[src/rtl/sme_pkg.sv]
// Shared constants and FSM encoding for the SME host feeder.
package sme_pkg;
  localparam int STR_MAX = 32;
  localparam int PAT_MAX = 8;

  localparam logic [7:0] TRIANGLE = 8'd94;
  localparam logic [7:0] MONEY    = 8'd36;
  localparam logic [7:0] DOT      = 8'd46;
  localparam logic [7:0] STAR     = 8'd42;
  localparam logic [7:0] SPACE    = 8'd32;

  typedef enum logic [2:0] {
    S_IDLE,
    S_SEND_STR,
    S_SEND_PAT,
    S_WAIT,
    S_RESULT
  } state_t;
endpackage

[src/rtl/sme_char_buf.sv]
// DEPTH x 8 character store: one synchronous write port, one asynchronous read port.
module sme_char_buf #(
  parameter int DEPTH = 32,
  parameter int AW    = $clog2(DEPTH)
) (
  input  logic          clk,
  input  logic          i_we,
  input  logic [AW-1:0] i_waddr,
  input  logic [7:0]    i_wdata,
  input  logic [AW-1:0] i_raddr,
  output logic [7:0]    o_rdata
);
  logic [7:0] r_mem [DEPTH];

  always_ff @(posedge clk) begin
    if (i_we) r_mem[i_waddr] <= i_wdata;
  end

  assign o_rdata = r_mem[i_raddr];
endmodule

[src/rtl/sme_host_feeder.sv]
// Serializes a buffered string and pattern onto the SME char bus, then returns
// the engine's result (or a timeout) to the host as a one-cycle pulse.
module sme_host_feeder #(
  parameter int STR_MAX = sme_pkg::STR_MAX,
  parameter int PAT_MAX = sme_pkg::PAT_MAX,
  parameter int TIMEOUT = 1023,
  parameter int TO_W    = 10
) (
  input  logic       clk,
  input  logic       reset,
  input  logic       i_ld_we,
  input  logic       i_ld_sel,
  input  logic [4:0] i_ld_addr,
  input  logic [7:0] i_ld_data,
  input  logic [5:0] i_str_len,
  input  logic [3:0] i_pat_len,
  input  logic       i_send_str,
  input  logic       i_start,
  output logic       o_busy,
  output logic       o_cmd_err,
  output logic [7:0] o_chardata,
  output logic       o_isstring,
  output logic       o_ispattern,
  input  logic       i_sme_valid,
  input  logic       i_sme_match,
  input  logic [4:0] i_sme_match_index,
  output logic       o_res_valid,
  output logic       o_res_match,
  output logic [4:0] o_res_index,
  output logic       o_res_timeout
);
  import sme_pkg::*;

  localparam int STR_AW = $clog2(STR_MAX);
  localparam int PAT_AW = $clog2(PAT_MAX);

  state_t          r_state;
  logic [5:0]      r_cnt;
  logic [5:0]      r_str_len;
  logic [3:0]      r_pat_len;
  logic [TO_W-1:0] r_to_cnt;
  logic            r_str_loaded;

  logic [7:0] w_str_char;
  logic [7:0] w_pat_char;
  logic       w_cmd_bad;
  logic       w_str_we;
  logic       w_pat_we;

  assign w_str_we = i_ld_we & ~i_ld_sel & ~o_busy;
  assign w_pat_we = i_ld_we &  i_ld_sel & ~o_busy;

  sme_char_buf #(.DEPTH(STR_MAX)) u_str_buf (
    .clk     (clk),
    .i_we    (w_str_we),
    .i_waddr (i_ld_addr[STR_AW-1:0]),
    .i_wdata (i_ld_data),
    .i_raddr (r_cnt[STR_AW-1:0]),
    .o_rdata (w_str_char)
  );

  sme_char_buf #(.DEPTH(PAT_MAX)) u_pat_buf (
    .clk     (clk),
    .i_we    (w_pat_we),
    .i_waddr (i_ld_addr[PAT_AW-1:0]),
    .i_wdata (i_ld_data),
    .i_raddr (r_cnt[PAT_AW-1:0]),
    .o_rdata (w_pat_char)
  );

  // A pattern-only command is meaningless until the engine has seen a string.
  assign w_cmd_bad = (i_pat_len == 4'd0) || (i_pat_len > 4'(PAT_MAX)) ||
                     (i_send_str ? ((i_str_len == 6'd0) || (i_str_len > 6'(STR_MAX)))
                                 : ~r_str_loaded);

  // res_valid is a single-cycle strobe; res_match/index/timeout stay valid until the next one.
  always_ff @(posedge clk or posedge reset) begin
    if (reset) begin
      r_state       <= S_IDLE;
      r_cnt         <= '0;
      r_str_len     <= '0;
      r_pat_len     <= '0;
      r_to_cnt      <= '0;
      r_str_loaded  <= 1'b0;
      o_busy        <= 1'b0;
      o_cmd_err     <= 1'b0;
      o_chardata    <= '0;
      o_isstring    <= 1'b0;
      o_ispattern   <= 1'b0;
      o_res_valid   <= 1'b0;
      o_res_match   <= 1'b0;
      o_res_index   <= '0;
      o_res_timeout <= 1'b0;
    end else begin
      o_cmd_err   <= 1'b0;
      o_res_valid <= 1'b0;
      case (r_state)
        S_IDLE, S_RESULT: begin
          o_isstring  <= 1'b0;
          o_ispattern <= 1'b0;
          o_chardata  <= '0;
          r_state     <= S_IDLE;
          if (i_start) begin
            if (w_cmd_bad) begin
              o_cmd_err <= 1'b1;
            end else begin
              r_str_len <= i_str_len;
              r_pat_len <= i_pat_len;
              r_cnt     <= '0;
              o_busy    <= 1'b1;
              r_state   <= i_send_str ? S_SEND_STR : S_SEND_PAT;
            end
          end
        end
        S_SEND_STR: begin
          o_isstring  <= 1'b1;
          o_ispattern <= 1'b0;
          o_chardata  <= w_str_char;
          if (r_cnt == r_str_len - 6'd1) begin
            r_cnt        <= '0;
            r_str_loaded <= 1'b1;
            r_state      <= S_SEND_PAT;
          end else begin
            r_cnt <= r_cnt + 6'd1;
          end
        end
        S_SEND_PAT: begin
          // One extra pass after the last char clears the bus so WAIT begins on an idle bus.
          if (r_cnt == {2'b00, r_pat_len}) begin
            o_isstring  <= 1'b0;
            o_ispattern <= 1'b0;
            o_chardata  <= '0;
            r_to_cnt    <= '0;
            r_state     <= S_WAIT;
          end else begin
            o_isstring  <= 1'b0;
            o_ispattern <= 1'b1;
            o_chardata  <= w_pat_char;
            r_cnt       <= r_cnt + 6'd1;
          end
        end
        S_WAIT: begin
          if (i_sme_valid) begin
            o_res_valid   <= 1'b1;
            o_res_match   <= i_sme_match;
            o_res_index   <= i_sme_match ? i_sme_match_index : 5'd0;
            o_res_timeout <= 1'b0;
            o_busy        <= 1'b0;
            r_state       <= S_RESULT;
          end else if (r_to_cnt == TO_W'(TIMEOUT - 1)) begin
            o_res_valid   <= 1'b1;
            o_res_match   <= 1'b0;
            o_res_index   <= 5'd0;
            o_res_timeout <= 1'b1;
            o_busy        <= 1'b0;
            r_state       <= S_RESULT;
          end else begin
            r_to_cnt <= r_to_cnt + 1'b1;
          end
        end
        default: r_state <= S_IDLE;
      endcase
    end
  end
endmodule

[config.mk]
export PLATFORM = sky130hd
export DESIGN_NAME = sme_host_feeder
export DESIGN_NICKNAME = d
export VERILOG_FILES = /design/src/rtl/sme_pkg.sv /design/src/rtl/sme_char_buf.sv /design/src/rtl/sme_host_feeder.sv
export SDC_FILE = /design/constraint.sdc
export NUM_CORES = 1
export LEC_CHECK = 0
export ABC_AREA = 1
export CAP_MARGIN = 20
export CORE_ASPECT_RATIO = 1.75
export CORE_MARGIN = 10
export CORE_UTILIZATION = 50
export DETAILED_ROUTE_END_ITERATION = 8
export GPL_ROUTABILITY_DRIVEN = 1
export PLACE_DENSITY = 0.75
export SLEW_MARGIN = 20
export SYNTH_ARGS = -nofsm -noshare
export SYNTH_HDL_FRONTEND = slang
export SYNTH_SLANG_ARGS = --single-unit
[constraint.sdc]
create_clock -name clk -period 1.9 [get_ports clk]
set_clock_uncertainty 0.15 [all_clocks]
set_input_delay 0.285 -clock clk [delete_from_list [all_inputs] [get_ports clk]]
set_output_delay 0.285 -clock clk [all_outputs]
set_load 0.01 [all_outputs]
==> impl_metrics.tcl <==
set metrics [dict create \
    grt_max_degree 42 \
    start_util_pct 50.6 \
    syn_inst 1379 \
    clock_power_share_pct 23.6 \
    p_int_mw 18.3 \
    clock-sinks 370 \
    clk_pin_slew_ns 0.07 \
    p_leak_nw 7.63 \
    synthMuxAreaShare_pct 0.328 \
    io-pin-count 56 \
    cts_buffer_depth 3 \
    final_layout_size_suffix_gt1_share_pct 22.4 \
    rrSetupSlack_ns -0.28 \
    path_class "reg -> reg" \
    synth_compound_area_share_pct 9.55 \
    p_per_area_nw_per_um2 1440 \
    fin_tns_setup_ns -5.47 \
    swShare_pct 36.6 \
    die_x_um 154 \
    ctsRootBufferMaster "clkbuf_16" \
    die_area_sq_um 39000 \
    layout_min_cycle_time_ns 2.18 \
    combPwrFrac_pct 43.0 \
    r2r_start "r_cnt[0]" \
    synth-xor-area-share_pct 0.785 \
    worstMarginPinSlew_ns 0.505 \
    ant_nets 0 \
    antenna_found_initial 0 \
    critPathRequiredTime_ns 2.23 \
    synth_top_family_by_area "simple AND/OR/NAND/NOR gates" \
    yosys.area.top_type "edfxtp_1" \
    numPortBuffers 55 \
    synthToLayoutAreaGrowth_pct 28.6 \
    core_area_sq_um 30800 \
    cp-endpoint "o_chardata[5]" \
    drv_slew 0 \
    synthTopCellsByArea "edfxtp_1 (62%), dfrtp_1 (8.0%), nand2_1 (5.9%)" \
    dr.pass1.iters 5 \
    status "finished, violations left" \
    drcViolationCount 0 \
    p_sw_mw 10.6 \
    routed_wl_um 47600 \
    viasPerCell 6.07 \
    antenna-diode-count 0 \
    violations "setup timing" \
    syn_nets 1419 \
    vdd_drop_max_mv 0.972 \
    grtUsageTotal_pct 23.2 \
    end_kind "flop" \
    seq_power_share_pct 33.4 \
    r2r.worst_path.cells 10 \
    yosys.area.top_type_share_pct 61.5 \
    syn_area_per_cell_sq_um 11.3 \
    hold_viol 0 \
    startpoint "r_cnt[0]" \
    worstPathArrival_ns 2.51 \
    setup_violations 28 \
    cts_tree "yes" \
    synth-adder-area-share_pct 0.320 \
    async_flop_share_pct 13.5 \
    synth-seq-cells 370 \
    cts_buffers 34 \
    r2r-end "o_chardata[5]" \
    clock_latency_ns 0.55 \
    first_global_vias 11900 \
    critPathLaunchType "flop" \
    maxCapViolations 0 \
    synth-main-ff-cell "edfxtp_1" \
    yosysWarnings 0 \
    timing.fmax_mhz 458 \
    hp-class "in -> reg" \
    holdPathStages 3 \
    worstPathMaxFanout 14 \
    place_congestion 0.942 \
    detailed_place_hpwl_um 27500 \
    vias 12100 \
    fillers 2091 \
    rsz0062_at_grt "yes" \
    synthSimpleGateAreaFrac_pct 15.8 \
    grt_pass1_wl_um 70000 \
    whs_ns 0.201 \
    mostFrequentLayoutCell "edfxtp_1" \
    fin_crit_sh_pct 115 \
    ys_seq_area_share_pct 69.5 \
    p_total_mw 28.9 \
    overflow 0 \
    syn_area_sq_um 15600 \
    rows 85 \
    htree_levels 2 \
    post_drt_wl_per_cell_um 23.8 \
    slew_headroom_pct 66.2 \
    mostFrequentLayoutCells "edfxtp_1 (320), nand2_1 (232), nor2_1 (196)" \
    drt_iter0_drc 1652 \
    fin_ws_ns -0.285 \
    synth_edf_count 320 \
    die_h_um 254 \
    synth.distinct_cells 42 \
    nNetsFinal 1621 \
]
worst min-delay path by stage:
stage | start | endpoint | slack (ns)
final | i_sme_match_index[2] | o_res_index[2] | 0.20
after global routing | i_start | o_cmd_err | 0.21
after CTS | i_sme_match_index[2] | o_res_index[2] | 0.19
after detailed placement | r_str_loaded | r_str_loaded | 0.31
after global placement | r_str_loaded | r_str_loaded | 0.31
after floorplan | i_ld_data[0] | u_pat_buf.r_mem[0][0] | 0.23
sequential cells by signal, indices dropped and copies added (netlist names):
name             cells
o_chardata           8
o_res_timeout        1
r_pat_len            4
o_busy               1
o_res_valid          1
o_res_index          5
o_ispattern          1
o_cmd_err            1
r_str_loaded         1
o_isstring           1
o_res_match          1
u_str_buf.r_mem    256
u_pat_buf.r_mem     64
r_cnt                6
r_str_len            6
r_state              3
r_to_cnt            10
cell usage after synthesis (3+ instances only):
cell type	n
edfxtp_1	320
buf_1	5
xor2_1	11
nand4_1	8
or2_2	6
buf_2	42
xnor2_1	3
nor2_1	222
ha_1	4
dfrtp_1	50
a22oi_1	8
inv_1	55
a22o_1	6
o211ai_1	32
clkbuf_1	20
o21ai_2	3
o22ai_1	23
nand3_1	93
clkinv_1	3
o21ai_0	140
a21oi_1	46
nand2_2	4
inv_2	6
nand2_1	244
mux2i_1	4
per-stage QoR:
step / instance area, sq um / worst slack [ns] / std cells / utilization (%)
floorplan: 15600 / 0.0605 / 1379 / -
global route: 20100 / -0.381 / 1996 / 65.1
CTS: 19700 / -0.183 / 1988 / 63.8
global placement: 17700 / -0.276 / 1897 / 57.5
finish: 20100 / -0.285 / 1996 / 65.1
detailed placement: 17700 / -0.299 / 1897 / 57.5
logic make-up (layout without fill, tap and decap cells):
family,Yosys count,count (layout)
and+or+nand+nor,590,593
DFF,370,370
AOI/OAI and AO/OA,262,262
buffers and inverters,134,357
xor gates and xnor gates,14,14
muxes,5,5
adders and majority gates,4,4
layout make-up:
class,instances,area [sq um],area share (%)
timing repair buffer,233,2730,13.6
multi-input combinational,878,4660,23.2
clock buffer,41,918,4.57
tap,391,489,2.43
inverter,64,256,1.28
sequential,370,10900,54.1
clock inverter,19,173,0.859
layer usage:
layer	global-route usage, %	wire length [um]	up-vias
met5	0	0	-
li1	-	-	5266
met1	25.6	15800	5843
met2	40.8	24500	800
met3	3.81	3930	202
met4	14.3	3340	0
critical path, cell delays in order (launching register included):
cell      delay, ns
dfrtp_4        0.51
buf_12         0.18
inv_16         0.10
buf_12         0.14
buf_6          0.10
nor2_1         0.03
o211ai_1       0.42
nand3_1        0.16
nand3b_1       0.13
nand3_2        0.10
nand2_1        0.07
power groups by stage:
stage	registers (mW)	clock network [mW]	logic [mW]
2_1_floorplan	9.72	0	5.14
3_3_place_gp	9.79	0	8.71
4_1_cts	9.62	6.84	11.2
6_report	9.64	6.82	12.4
5_1_grt	9.67	7.13	13.1
3_5_place_dp	9.80	0	8.85
what timing repair did:
item,in CTS,in global routing
endpoints found under the setup margin,37,102
buffers inserted,18,3
cloned,13,6
hold endpoints to repair,9,0
hold buffers,1,0
pin swaps,56,27
gates resized for setup,133,73
Power figures use the tool's default switching activity.
